===== config.mk =====
export PLATFORM = sky130hd
export DESIGN_NAME = mem_arbiter
export DESIGN_NICKNAME = d
export VERILOG_FILES = /design/src/rtl/mem_arbiter.sv
export SDC_FILE = /design/constraint.sdc
export NUM_CORES = 1
export LEC_CHECK = 0
export ABC_AREA = 1
export CAP_MARGIN = 25
export CORE_AREA = 2 2 120 122
export CTS_CLUSTER_SIZE = 20
export DETAILED_ROUTE_END_ITERATION = 16
export DIE_AREA = 0 0 122 124
export HOLD_SLACK_MARGIN = 0.06
export SKIP_LAST_GASP = 1
export SYNTH_ARGS = -nofsm -noshare
export SYNTH_HDL_FRONTEND = slang
export SYNTH_SLANG_ARGS = --single-unit

===== constraint.sdc =====
create_clock -name clk -period 1.4 [get_ports clk]
set_input_delay 0.28 -clock clk [delete_from_list [all_inputs] [get_ports clk]]
set_output_delay 0.28 -clock clk [all_outputs]
set_load 0.01 [all_outputs]

===== src/rtl/mem_arbiter.sv =====
// mem_arbiter
//   Shares one synchronous single-port RAM between two requesters:
//     m0 - core memory port (fetch + load/store)
//     m1 - program loader / debug master, able to lock the bus for bursts
//   One transfer is granted per cycle. In the FREE state a lone requester wins
//   and a tie goes to the requester that did not win last. After an m1
//   transfer with m1_lock = 1 only m1 can be granted. The lock ends when m1
//   makes a transfer with m1_lock = 0. A watchdog also breaks the lock once
//   m0 has been kept waiting for MAX_LOCK consecutive cycles, and it then
//   sets the sticky lock_err flag. Read completions are tagged with their
//   owner and return RD_LATENCY cycles after acceptance.
//
// Ports
//   clk, rst                         clock, asynchronous active-high reset
//   m0_req/we/be/addr/wdata          m0 request fields (hold until granted)
//   m0_gnt, m0_rvalid, m0_rdata      m0 response
//   m1_req/we/be/addr/wdata, m1_lock m1 request fields + bus lock
//   m1_gnt, m1_rvalid, m1_rdata      m1 response
//   mem_addr/wdata/we/be             RAM command (winner's fields, else 0)
//   mem_rdata                        RAM read data
//   lock_err                         sticky: watchdog broke an m1 lock
module mem_arbiter #(
  parameter int ADDR_W     = 32,
  parameter int DATA_W     = 32,
  parameter int RD_LATENCY = 1,
  parameter int MAX_LOCK   = 16
) (
  input  logic                clk,
  input  logic                rst,
  input  logic                m0_req,
  input  logic                m0_we,
  input  logic [DATA_W/8-1:0] m0_be,
  input  logic [ADDR_W-1:0]   m0_addr,
  input  logic [DATA_W-1:0]   m0_wdata,
  output logic                m0_gnt,
  output logic                m0_rvalid,
  output logic [DATA_W-1:0]   m0_rdata,
  input  logic                m1_req,
  input  logic                m1_we,
  input  logic [DATA_W/8-1:0] m1_be,
  input  logic [ADDR_W-1:0]   m1_addr,
  input  logic [DATA_W-1:0]   m1_wdata,
  input  logic                m1_lock,
  output logic                m1_gnt,
  output logic                m1_rvalid,
  output logic [DATA_W-1:0]   m1_rdata,
  output logic [ADDR_W-1:0]   mem_addr,
  output logic [DATA_W-1:0]   mem_wdata,
  output logic                mem_we,
  output logic [DATA_W/8-1:0] mem_be,
  input  logic [DATA_W-1:0]   mem_rdata,
  output logic                lock_err
);

  localparam int BE_W  = DATA_W / 8;
  localparam int CNT_W = $clog2(MAX_LOCK + 1);

  typedef enum logic {
    ST_FREE  = 1'b0,
    ST_LOCK1 = 1'b1
  } state_t;

  state_t           state_reg, state_next;
  logic             last_winner_reg, last_winner_next;  // 1 = m1 won last
  logic [CNT_W-1:0] wd_cnt_reg, wd_cnt_next;
  logic             lock_err_reg, lock_err_next;
  logic             gnt0, gnt1;

  // Read-return pipeline: stage 0 is loaded at acceptance, and the last
  // stage drives rvalid.
  logic [RD_LATENCY-1:0] tag_valid_reg;
  logic [RD_LATENCY-1:0] tag_owner_reg;
  logic                  push_valid;
  logic                  push_owner;

  // ------------------------------------------------------------------
  // State register
  // ------------------------------------------------------------------
  always_ff @(posedge clk or posedge rst) begin
    if (rst) begin
      state_reg       <= ST_FREE;
      last_winner_reg <= 1'b1;
      wd_cnt_reg      <= '0;
      lock_err_reg    <= 1'b0;
    end else begin
      state_reg       <= state_next;
      last_winner_reg <= last_winner_next;
      wd_cnt_reg      <= wd_cnt_next;
      lock_err_reg    <= lock_err_next;
    end
  end

  // ------------------------------------------------------------------
  // Arbitration, lock and watchdog
  // ------------------------------------------------------------------
  always_comb begin
    gnt0             = 1'b0;
    gnt1             = 1'b0;
    state_next       = state_reg;
    last_winner_next = last_winner_reg;
    wd_cnt_next      = wd_cnt_reg;
    lock_err_next    = lock_err_reg;

    // No grant while reset is asserted, so the mem_* outputs read back as
    // idle for the whole reset pulse.
    if (!rst) begin
      case (state_reg)
        ST_FREE: begin
          if (m0_req && m1_req) begin
            gnt0 = last_winner_reg;
            gnt1 = !last_winner_reg;
          end else begin
            gnt0 = m0_req;
            gnt1 = m1_req;
          end
          if (gnt1 && m1_lock) begin
            state_next = ST_LOCK1;
          end
          wd_cnt_next = '0;
        end
        ST_LOCK1: begin
          gnt1 = m1_req;
          if (gnt1 && !m1_lock) begin
            // A voluntary release takes priority over the watchdog.
            state_next  = ST_FREE;
            wd_cnt_next = '0;
          end else if (m0_req) begin
            if (wd_cnt_reg == CNT_W'(MAX_LOCK - 1)) begin
              // m0 has now waited MAX_LOCK cycles, so the lock is broken.
              // last_winner = m1 makes m0 win the next tie.
              state_next       = ST_FREE;
              wd_cnt_next      = '0;
              lock_err_next    = 1'b1;
              last_winner_next = 1'b1;
            end else begin
              wd_cnt_next = wd_cnt_reg + 1'b1;
            end
          end else begin
            wd_cnt_next = '0;
          end
        end
        default: state_next = ST_FREE;
      endcase

      if (gnt0) begin
        last_winner_next = 1'b0;
      end
      if (gnt1) begin
        last_winner_next = 1'b1;
      end
    end
  end

  assign m0_gnt   = gnt0;
  assign m1_gnt   = gnt1;
  assign lock_err = lock_err_reg;

  // ------------------------------------------------------------------
  // RAM command mux
  // ------------------------------------------------------------------
  always_comb begin
    mem_addr  = '0;
    mem_wdata = '0;
    mem_we    = 1'b0;
    mem_be    = '0;
    if (gnt0) begin
      mem_addr  = m0_addr;
      mem_wdata = m0_wdata;
      mem_we    = m0_we;
      mem_be    = m0_be;
    end else if (gnt1) begin
      mem_addr  = m1_addr;
      mem_wdata = m1_wdata;
      mem_we    = m1_we;
      mem_be    = m1_be;
    end
  end

  // ------------------------------------------------------------------
  // Read-return tag pipeline
  // ------------------------------------------------------------------
  // Writes push an invalid tag, so every stage advances every cycle.
  assign push_valid = (gnt0 && !m0_we) || (gnt1 && !m1_we);
  assign push_owner = gnt1;

  always_ff @(posedge clk or posedge rst) begin
    if (rst) begin
      tag_valid_reg[0] <= 1'b0;
      tag_owner_reg[0] <= 1'b0;
    end else begin
      tag_valid_reg[0] <= push_valid;
      tag_owner_reg[0] <= push_owner;
    end
  end

  for (genvar gi = 1; gi < RD_LATENCY; gi++) begin : g_tag_stage
    always_ff @(posedge clk or posedge rst) begin
      if (rst) begin
        tag_valid_reg[gi] <= 1'b0;
        tag_owner_reg[gi] <= 1'b0;
      end else begin
        tag_valid_reg[gi] <= tag_valid_reg[gi-1];
        tag_owner_reg[gi] <= tag_owner_reg[gi-1];
      end
    end
  end

  assign m0_rvalid = tag_valid_reg[RD_LATENCY-1] && !tag_owner_reg[RD_LATENCY-1];
  assign m1_rvalid = tag_valid_reg[RD_LATENCY-1] &&  tag_owner_reg[RD_LATENCY-1];
  assign m0_rdata  = mem_rdata;
  assign m1_rdata  = mem_rdata;

endmodule


==> metrics.txt, run 1 <==
CTS tree built; worst-skew pair later-pin latency 0.24 ns; Rows 43; routed vias 2842; leakage 2.51 nW; Syn-to-layout area delta 137%; Synth area leader nand2_1; # port buffers 216; part of the Yosys area used for sequential elements 0.120; grt total ovfl 0; min-delay worst type in -> async; failing checks negative setup slack; status complete, but fails checks; cell area after placement 4050 um^2; minimum clock period 1.94 ns; worst-case clock buffer depth 2; maximum VDD drop 0.000386 V; most frequent cells in the layout 139 x clkdlybuf4s50_1, 102 x nand2_1, 92 x nand2_2, 49 x buf_6, 36 x nand2_4; Worst R2R Path Depth 6; Root Buffer clkbuf_16; max-cap violations 0; Final Max Tran Viols 0; Setup TNS Final -33.78 ns; filler cell count 1399; Net Count, Synth 529; Clock H-tree levels 1; Syn Inst Count 353; HPWL after DPL 7130 um; skew final 0.00122 ns; unrepaired setup endpoints after global routing true; Max Fclk 515 MHz; antenna viol nets, final 0; Slew Limit Headroom 0.845; final net count 721; critical setup path kind reg -> out; r2r setup slk 0.13 ns; Die Area 15100 um^2; Largest register FFs 5; Antenna Cells 0; register bit total from synthesis 10; reg-to-reg critical path startpoint wd_cnt_reg[0]; via-per-instance ratio 3.93; drt wl/cell 14.6 um; Die W 122 um; io pins 313; die height 124 um; GP Congestion 0.816; Yosys cell types 27; WP data arrival 1.66 ns; final hold vios 0; drt drc 0; initial antenna violation count 0; Critical Path Sink Type output pin; Starting Density 0.153; crit-path max FO 6; Post-Syn Area 2090 um^2; DRT Pass-1 Iters 5; part of the cycle the worst path needs 1.39; Worst R2R End state_reg; Yosys warning count 0; share of layout cells above drive strength 1 0.489; final wirelength 10600 um; DR iter-0 viols 49; CTS Buf Count 3; PwrDens 753 nW/um^2; Num Clock Sinks 10; post-synth top area share 0.360; clock slew at reported path FFs 0.04 ns; largest net degree at the start of global routing 21; global-route wire length before repair 14000 um; GRT Overall Usage 0.122; Final WS setup -0.544 ns; most common cell after layout, fill and taps aside clkdlybuf4s50_1; Worst Tran Pin Value 0.232 ns; vias in the first global route 2778; final setup fails 71; top post-synthesis cells by area nand2_1 36%, buf_4 23%, dfrtp_1 11%, nand2_2 8.4%, buf_8 4.3%; Worst setup SP type register; core footprint 13700 um^2; post-route cell area 4970 um^2; Worst Path Required 1.12 ns; Avg Inst Size Synth 5.93 um^2
==> cell usage after synthesis <==
cell      count
xnor2_1       1
buf_4        64
buf_8         6
inv_1         9
o22ai_1       1
o21ai_0       2
a21boi_0      1
nand2_1     201
ha_1          1
nand3_1       5
nand3_4       1
nor2_1        2
inv_8         2
nand2_4       1
nand3_2       1
nor2_4        1
inv_2         2
a21oi_1       1
nand2_2      28
o31ai_1       1
mux2i_1       1
dfrtp_1       9
nor2_2        2
buf_12        2
buf_6         6
xor2_1        1
dfstp_2       1
==> per-layer routing <==
metal,share of wire,vias up,global-route usage
met2,0.53,186,0.233
met1,0.33,1246,0.121
met4,0.027,0,0.0467
met3,0.11,27,0.0394
met5,0,-,0
li1,-,1383,-
==> layout make-up <==
class / instances / area (um^2) / share of cell area
repair buffers: 265 / 2800 / 0.563
inverters: 13 / 63.8 / 0.0128
flip-flops and latches: 10 / 251 / 0.0506
well taps: 180 / 225 / 0.0453
multi-input cells: 252 / 1540 / 0.310
clock buffers: 4 / 88.8 / 0.0179
==> critical path, stage by stage (launching register included) <==
cell	delay, ns
dfstp_2	0.54
inv_2	0.05
nand2_4	0.06
nand3_4	0.10
inv_8	0.09
buf_8	0.12
buf_6	0.13
buf_16	0.12
nand2_2	0.05
nand2_1	0.05
buf_2	0.12
==> through the flow <==
stage,cells,util,setup WS [ns],power (W),hold WS [ns]
finish,724,0.362,-0.544,0.00374,0.293
global placement,691,0.295,-1.04,0.00241,0.479
floorplan,353,-,0.00141,0.00147,0.0982
detailed placement,691,0.295,-1.07,0.00241,0.493
global route,724,0.362,-0.626,0.00398,0.305
CTS,723,0.341,-0.589,0.00356,0.309
==> power by group <==
group / total (W) / switching, W / internal, W
Combinational: 0.00277 / 0.00120 / 0.00157
Clock: 0.000571 / 0.000141 / 0.000430
Sequential: 0.000397 / 0.0000496 / 0.000348
==> worst max-delay path by stage <==
stage	startpoint	endpoint	slack (ns)
after detailed placement	m0_req	mem_wdata[20]	-1.07
final	last_winner_reg	mem_addr[12]	-0.54
after floorplan	last_winner_reg	mem_be[0]	0.001
after global routing	last_winner_reg	mem_addr[7]	-0.63
after CTS	last_winner_reg	mem_wdata[7]	-0.59
after global placement	m0_req	mem_wdata[20]	-1.04
==> cells by family (layout without fill, tap and decap cells) <==
kind of cell | Yosys count | count (layout) | synth area share
AOI/OAI and AO/OA | 6 | 6 | 0.0173
xor gates and xnor gates | 2 | 2 | 0.00836
adders and majority gates | 1 | 1 | 0.00597
buffers and inverters | 91 | 282 | 0.354
DFF | 10 | 10 | 0.120
muxes | 1 | 1 | 0.00478
and+or+nand+nor | 242 | 242 | 0.489
==> timing repair <==
action                     in CTS  in global routing
resized for setup             396                 82
setup endpoints to repair      80                 74
cloned                         10                  1
setup buffers                  18                  6
hold buffers                    0                  0
pin swaps                      25                 19
Power figures use the tool's default switching activity.
==> inputs of run 2 (changes only) <==
--- a/config.mk
+++ b/config.mk
@@ -7,10 +7,10 @@
 export LEC_CHECK = 0
 export ABC_AREA = 1
 export CAP_MARGIN = 25
-export CORE_AREA = 2 2 120 122
+export CORE_AREA = 5 5 120 122
 export CTS_CLUSTER_SIZE = 20
 export DETAILED_ROUTE_END_ITERATION = 16
-export DIE_AREA = 0 0 122 124
+export DIE_AREA = 0 0 125 127
 export HOLD_SLACK_MARGIN = 0.06
 export SKIP_LAST_GASP = 1
 export SYNTH_ARGS = -nofsm -noshare
==> metrics.txt, run 2 (synthesis results as in run 1) <==
leakage 2.41 nW (-4.1%); WP depth 9 (-1); status complete, but fails checks; most frequent cells in the layout 139 x clkdlybuf4s50_1, 108 x nand2_1, 96 x nand2_2, 55 x buf_6, 25 x nand2_4; Starting Density 0.160 (+0.00740); Worst Tran Pin Value 0.218 ns (-0.0139 ns); Worst setup SP type register; WP data arrival 1.62 ns (-0.04 ns); failing checks negative setup slack; skew final 0.00375 ns (+0.00252 ns); Core Util, Final 0.366 (+0.00369); Fin Hold WS 0.258 ns (-0.0357 ns); Place WS -0.954 ns (+0.112 ns); minimum clock period 1.90 ns (-0.0469 ns); maximum VDD drop 0.000305 V (-21%); Worst R2R Path Depth 10 (+4); most common cell after layout, fill and taps aside clkdlybuf4s50_1; final net count 714 (-0.97%); share of layout cells above drive strength 1 0.466 (-0.0234); Clock H-tree levels 1 (unchanged); Final Max Tran Viols 0 (unchanged); io pins 313 (unchanged); register area 251 um^2 (unchanged); worst-skew pair later-pin latency 0.24 ns (about the same); crit-path max FO 6 (unchanged); Critical path buffers and inverters 5 (-1); GRT Overall Usage 0.128 (+0.00691); Rows 42 (-2.3%); CP max stage delay 0.54 ns (about the same); filler cell count 1333 (-4.7%); Worst Path Required 1.12 ns (about the same); multi-input logic area 1480 um^2 (-3.8%); CTS tree built; part of the cycle the worst path needs 1.35 (-0.0335); Critical Path Sink Type output pin; CTS Buf Count 3 (unchanged); drt drc 0 (unchanged); routed vias 2817 (-0.88%); clock slew at reported path FFs 0.04 ns (about the same); cells along the critical path inv_2 -> nand2_4 -> nand3_4 -> inv_8 -> buf_12 -> clkbuf_16 -> nand2_2 -> nand2_1 -> buf_2; unrepaired setup endpoints after global routing true; antenna viol nets, final 0 (unchanged); global-route wire length before repair 16400 um (+17%); kind of cell adding the most delay to the critical path buffers and inverters; largest net degree at the start of global routing 15 (-29%); final wirelength 11000 um (+4.0%); core footprint 13100 um^2 (-4.6%); final hold vios 0 (unchanged); grt total ovfl 0 (unchanged); HPWL after DPL 8050 um (+13%); DRT Pass-1 Iters 4 (-1); worst-case clock buffer depth 2 (unchanged); drt wl/cell 15.4 um (+5.6%); Slowest cell on crit path dfstp_2; Largest register FFs 5 (unchanged); initial antenna violation count 0 (unchanged); via-per-instance ratio 3.95 (+0.65%); # port buffers 216 (unchanged); Slew Limit Headroom 0.853 (+0.00800); min-delay worst type in -> async; Final WS setup -0.497 ns (+0.0469 ns); Die W 125 um (+2.5%); Root Buffer clkbuf_16; Die Area 15900 um^2 (+4.9%); Max Fclk 527 MHz (+2.5%); critical setup path kind reg -> out; die height 127 um (+2.4%); Antenna Cells 0 (unchanged); DR iter-0 viols 35 (-29%); GP Congestion 0.827 (+1.4%); max-cap violations 0 (unchanged); Num Clock Sinks 10 (unchanged); Syn-to-layout area delta 129%; vias in the first global route 3011 (+8.4%); PwrDens 742 nW/um^2 (-1.5%); final setup fails 71 (unchanged)
[run 2: cell types whose count changed in the layout (fill, tap and decap cells not counted), sizes merged]
cell           previous run  this run
inv                      13        14
buf                     116       111
clkdlybuf4s15             3         0
[run 2: final timing paths]
kind	start	end	slack, ns
min in group clk	lock_err	lock_err	0.49
max in group asynchronous	rst	last_winner_reg	0.92
max reg2reg	last_winner_reg	last_winner_reg	0.02
max	last_winner_reg	mem_wdata[22]	-0.50
min	rst	state_reg	0.26
min reg2reg	lock_err	lock_err	0.49
[run 2: per-layer routing]
layer / track usage / wire length (um)
met5: 0 / 0
met4: 0.0657 / 561
met3: 0.0497 / 1190
met2: 0.219 / 5330
met1: 0.140 / 3900
[run 2: final cells by class]
cell class / instances / share of cell area
Timing Repair Buffer: 257 / 0.560
Multi-Input combinational cell: 252 / 0.310
Sequential cell: 10 / 0.0525
Tap cell: 176 / 0.0460
Clock buffer: 4 / 0.0165
Inverter: 13 / 0.0133
Timing Repair inverter: 1 / 0.00235
[run 2: stage by stage]
stage          instance area, um^2  cells  setup TNS [ns]  total power, W
6_report                      4790    713          -32.65         0.00355
5_1_grt                       4790    713          -37.52         0.00379
4_1_cts                       4400    713          -35.75         0.00332
3_5_place_dp                  4060    689          -65.01         0.00246
3_3_place_gp                  4060    689          -63.22         0.00245
2_1_floorplan                 2140    353               0         0.00147
[run 2: worst register-to-register path, cell delays in order, from the launching register on]
cell and delay (ns):
dfstp_2 0.54, buf_6 0.11, nand3_4 0.09, nand2_8 0.12, buf_6 0.10, buf_4 0.10
nand2_1 0.05, inv_1 0.06, nand2_1 0.04, nand2_1 0.05, nand2_1 0.05
[run 2: power by group]
group	internal, W	switching [W]
Combinational	0.00147	0.00117
Clock	0.000381	0.000127
Sequential	0.000348	0.0000492
[run 2: timing repair]
action                                  4_1_cts  5_1_grt
buffers inserted                             11        4
endpoints found under the setup margin       79       74
pin swaps                                     2       30
hold buffers                                  0        0
gates resized for setup                     341      134
gates cloned                                  9        1
endpoints found under the hold margin         0        0
==> inputs of run 3 (changes only) <==
--- a/config.mk
+++ b/config.mk
@@ -6,11 +6,10 @@
 export NUM_CORES = 1
 export LEC_CHECK = 0
 export ABC_AREA = 1
-export CAP_MARGIN = 25
-export CORE_AREA = 5 5 120 122
+export CORE_AREA = 3 3 121 123
 export CTS_CLUSTER_SIZE = 20
 export DETAILED_ROUTE_END_ITERATION = 16
-export DIE_AREA = 0 0 125 127
+export DIE_AREA = 0 0 124 126
 export HOLD_SLACK_MARGIN = 0.06
 export SKIP_LAST_GASP = 1
 export SYNTH_ARGS = -nofsm -noshare
==> metrics.txt, run 3 (synthesis results as in run 1) <==
status complete, but fails checks; failing checks negative setup slack; clock slew at reported path FFs 0.04 ns (about the same); Final WS setup -0.507 ns (-0.0103 ns); DRT Pass-1 Iters 4 (unchanged); drt wl/cell 14.1 um (-8.4%); end point of the critical path mem_addr[1]; via-per-instance ratio 3.85 (-2.7%); CP max stage delay 0.53 ns (about the same); final wirelength 10100 um (-8.3%); maximum VDD drop 0.000324 V (+6.5%); register area 251 um^2 (unchanged); final net count 711 (-0.42%); Die Area 15600 um^2 (-1.6%); # port buffers 216 (unchanged); unrepaired setup endpoints after global routing true; cells along the critical path inv_2 -> nand2_2 -> nand3_4 -> inv_8 -> buf_12 -> buf_8 -> buf_8 -> nand2_4 -> nand2_4 -> buf_6; initial antenna violation count 0 (unchanged); WP data arrival 1.63 ns (about the same); DR iter-0 viols 41 (+17%); crit-path max FO 6 (unchanged); Critical path buffers and inverters 6 (+1); final hold vios 0 (unchanged); multi-input logic area 1390 um^2 (-6.5%); Antenna Cells 0 (unchanged); Slew Limit Headroom 0.857 (+0.00377); Num Clock Sinks 10 (unchanged); PwrDens 742 nW/um^2 (about the same); Worst Path Required 1.12 ns (about the same); HPWL after DPL 7410 um (-7.9%); Worst setup SP type register; Largest register FFs 5 (unchanged); max-cap violations 0 (unchanged); Die W 124 um (-0.80%); critical path startpoint last_winner_reg; antenna viol nets, final 0 (unchanged); Root Buffer clkbuf_16; Starting Density 0.152 (-0.00800); grt total ovfl 0 (unchanged); GP Congestion 0.890 (+7.6%); r2r setup slk 0.04 ns (+0.02 ns); critical setup path kind reg -> out; WP depth 10 (+1); worst-case clock buffer depth 2 (unchanged); CTS Buf Count 3 (unchanged); share of layout cells above drive strength 1 0.404 (-0.0611); worst-skew pair later-pin latency 0.23 ns (about the same); Fin Hold WS 0.285 ns (+0.0274 ns); Hold Buf Count CTS 0 (unchanged); drt drc 0 (unchanged); reg-to-reg critical path startpoint last_winner_reg; min-delay worst type in -> async; kind of cell adding the most delay to the critical path buffers and inverters; Max Fclk 524 MHz (-0.54%); vias in the first global route 2736 (-9.1%); routed vias 2746 (-2.5%); Rows 43 (+2.4%); filler cell count 1457 (+9.3%); leakage 2.35 nW (-2.7%); part of the cycle the worst path needs 1.36 (+0.00737); minimum clock period 1.91 ns (+0.0103 ns); die height 126 um (-0.79%); Total Power 0.00338 W (-4.8%); most frequent cells in the layout 140 x nand2_1, 139 x clkdlybuf4s50_1, 65 x nand2_2, 39 x buf_2, 35 x buf_6; core footprint 13800 um^2 (+5.3%); Final Max Tran Viols 0 (unchanged); final setup fails 71 (unchanged); Core Util, Final 0.331 (-0.0350); Setup TNS Final -31.73 ns (+0.919 ns); Worst R2R End last_winner_reg; Worst Tran Pin Value 0.215 ns (-0.00379 ns); global-route wire length before repair 14100 um (-14%); skew final 0.000519 ns (-0.00323 ns); io pins 313 (unchanged); GRT Overall Usage 0.115 (-0.0138); CTS tree built; Critical Path Sink Type output pin; Clock H-tree levels 1 (unchanged); Worst R2R Path Depth 10 (unchanged); Syn-to-layout area delta 118%; largest net degree at the start of global routing 18 (+3); most common cell after layout, fill and taps aside nand2_1; Slowest cell on crit path dfstp_2
[run 3: cell count changes in the layout (fill, tap and decap cells not counted), sizes merged]
| cell | delta |
|---|---|
| clkdlybuf4s15 | +1 |
| dlygate4sd2 | -1 |
| dlymetal6s2s | +1 |
| inv | -1 |
| buf | -3 |
[run 3: report_power, final]
part	total (W)	leakage [nW]	internal (W)	switching, W
Sequential	0.000388	0.127	0.000347	0.0000407
Clock	0.000557	0.0442	0.000429	0.000128
Combinational	0.00244	2.17	0.00134	0.00109
[run 3: routing by layer]
layer  GRT usage  routed length [um]  vias up
li1            -                   -     1353
met1       0.129                3760     1191
met2       0.204                4900      179
met3      0.0404                1210       23
met4      0.0284                 201        0
met5           0                   0        -
[run 3: through the flow]
stage	area, um^2	setup WS [ns]	instances
after CTS	4270	-0.553	710
after global placement	4060	-1.01	692
after detailed placement	4060	-1.03	692
final	4560	-0.507	714
after global routing	4560	-0.581	714
after floorplan	2140	0.00141	353
[run 3: cell type report]
cell class | instances | share of cell area
Tap cell | 180 | 0.0494
Multi-Input combinational cell | 252 | 0.304
Clock buffer | 4 | 0.0195
Sequential cell | 10 | 0.0552
Timing Repair Buffer | 255 | 0.558
Inverter | 13 | 0.0140
[run 3: worst min-delay path by stage]
stage | endpoint | startpoint | cells after the start
floorplan | lock_err | rst | 1
global placement | lock_err | lock_err | 2
detailed placement | lock_err | lock_err | 2
CTS | lock_err | rst | 3
global route | lock_err | rst | 3
finish | lock_err | rst | 3
[run 3: worst min-delay path: stages]
cell and delay, ns:
dlygate4sd2_1 0.30, inv_2 0.11, buf_6 0.17
[run 3: repair_timing]
item | 4_1_cts | 5_1_grt
resized for setup | 339 | 73
hold endpoints to repair | 0 | 0
endpoints found under the setup margin | 80 | 75
setup buffers | 9 | 5
cloned | 6 | 1
pin swaps | 6 | 14
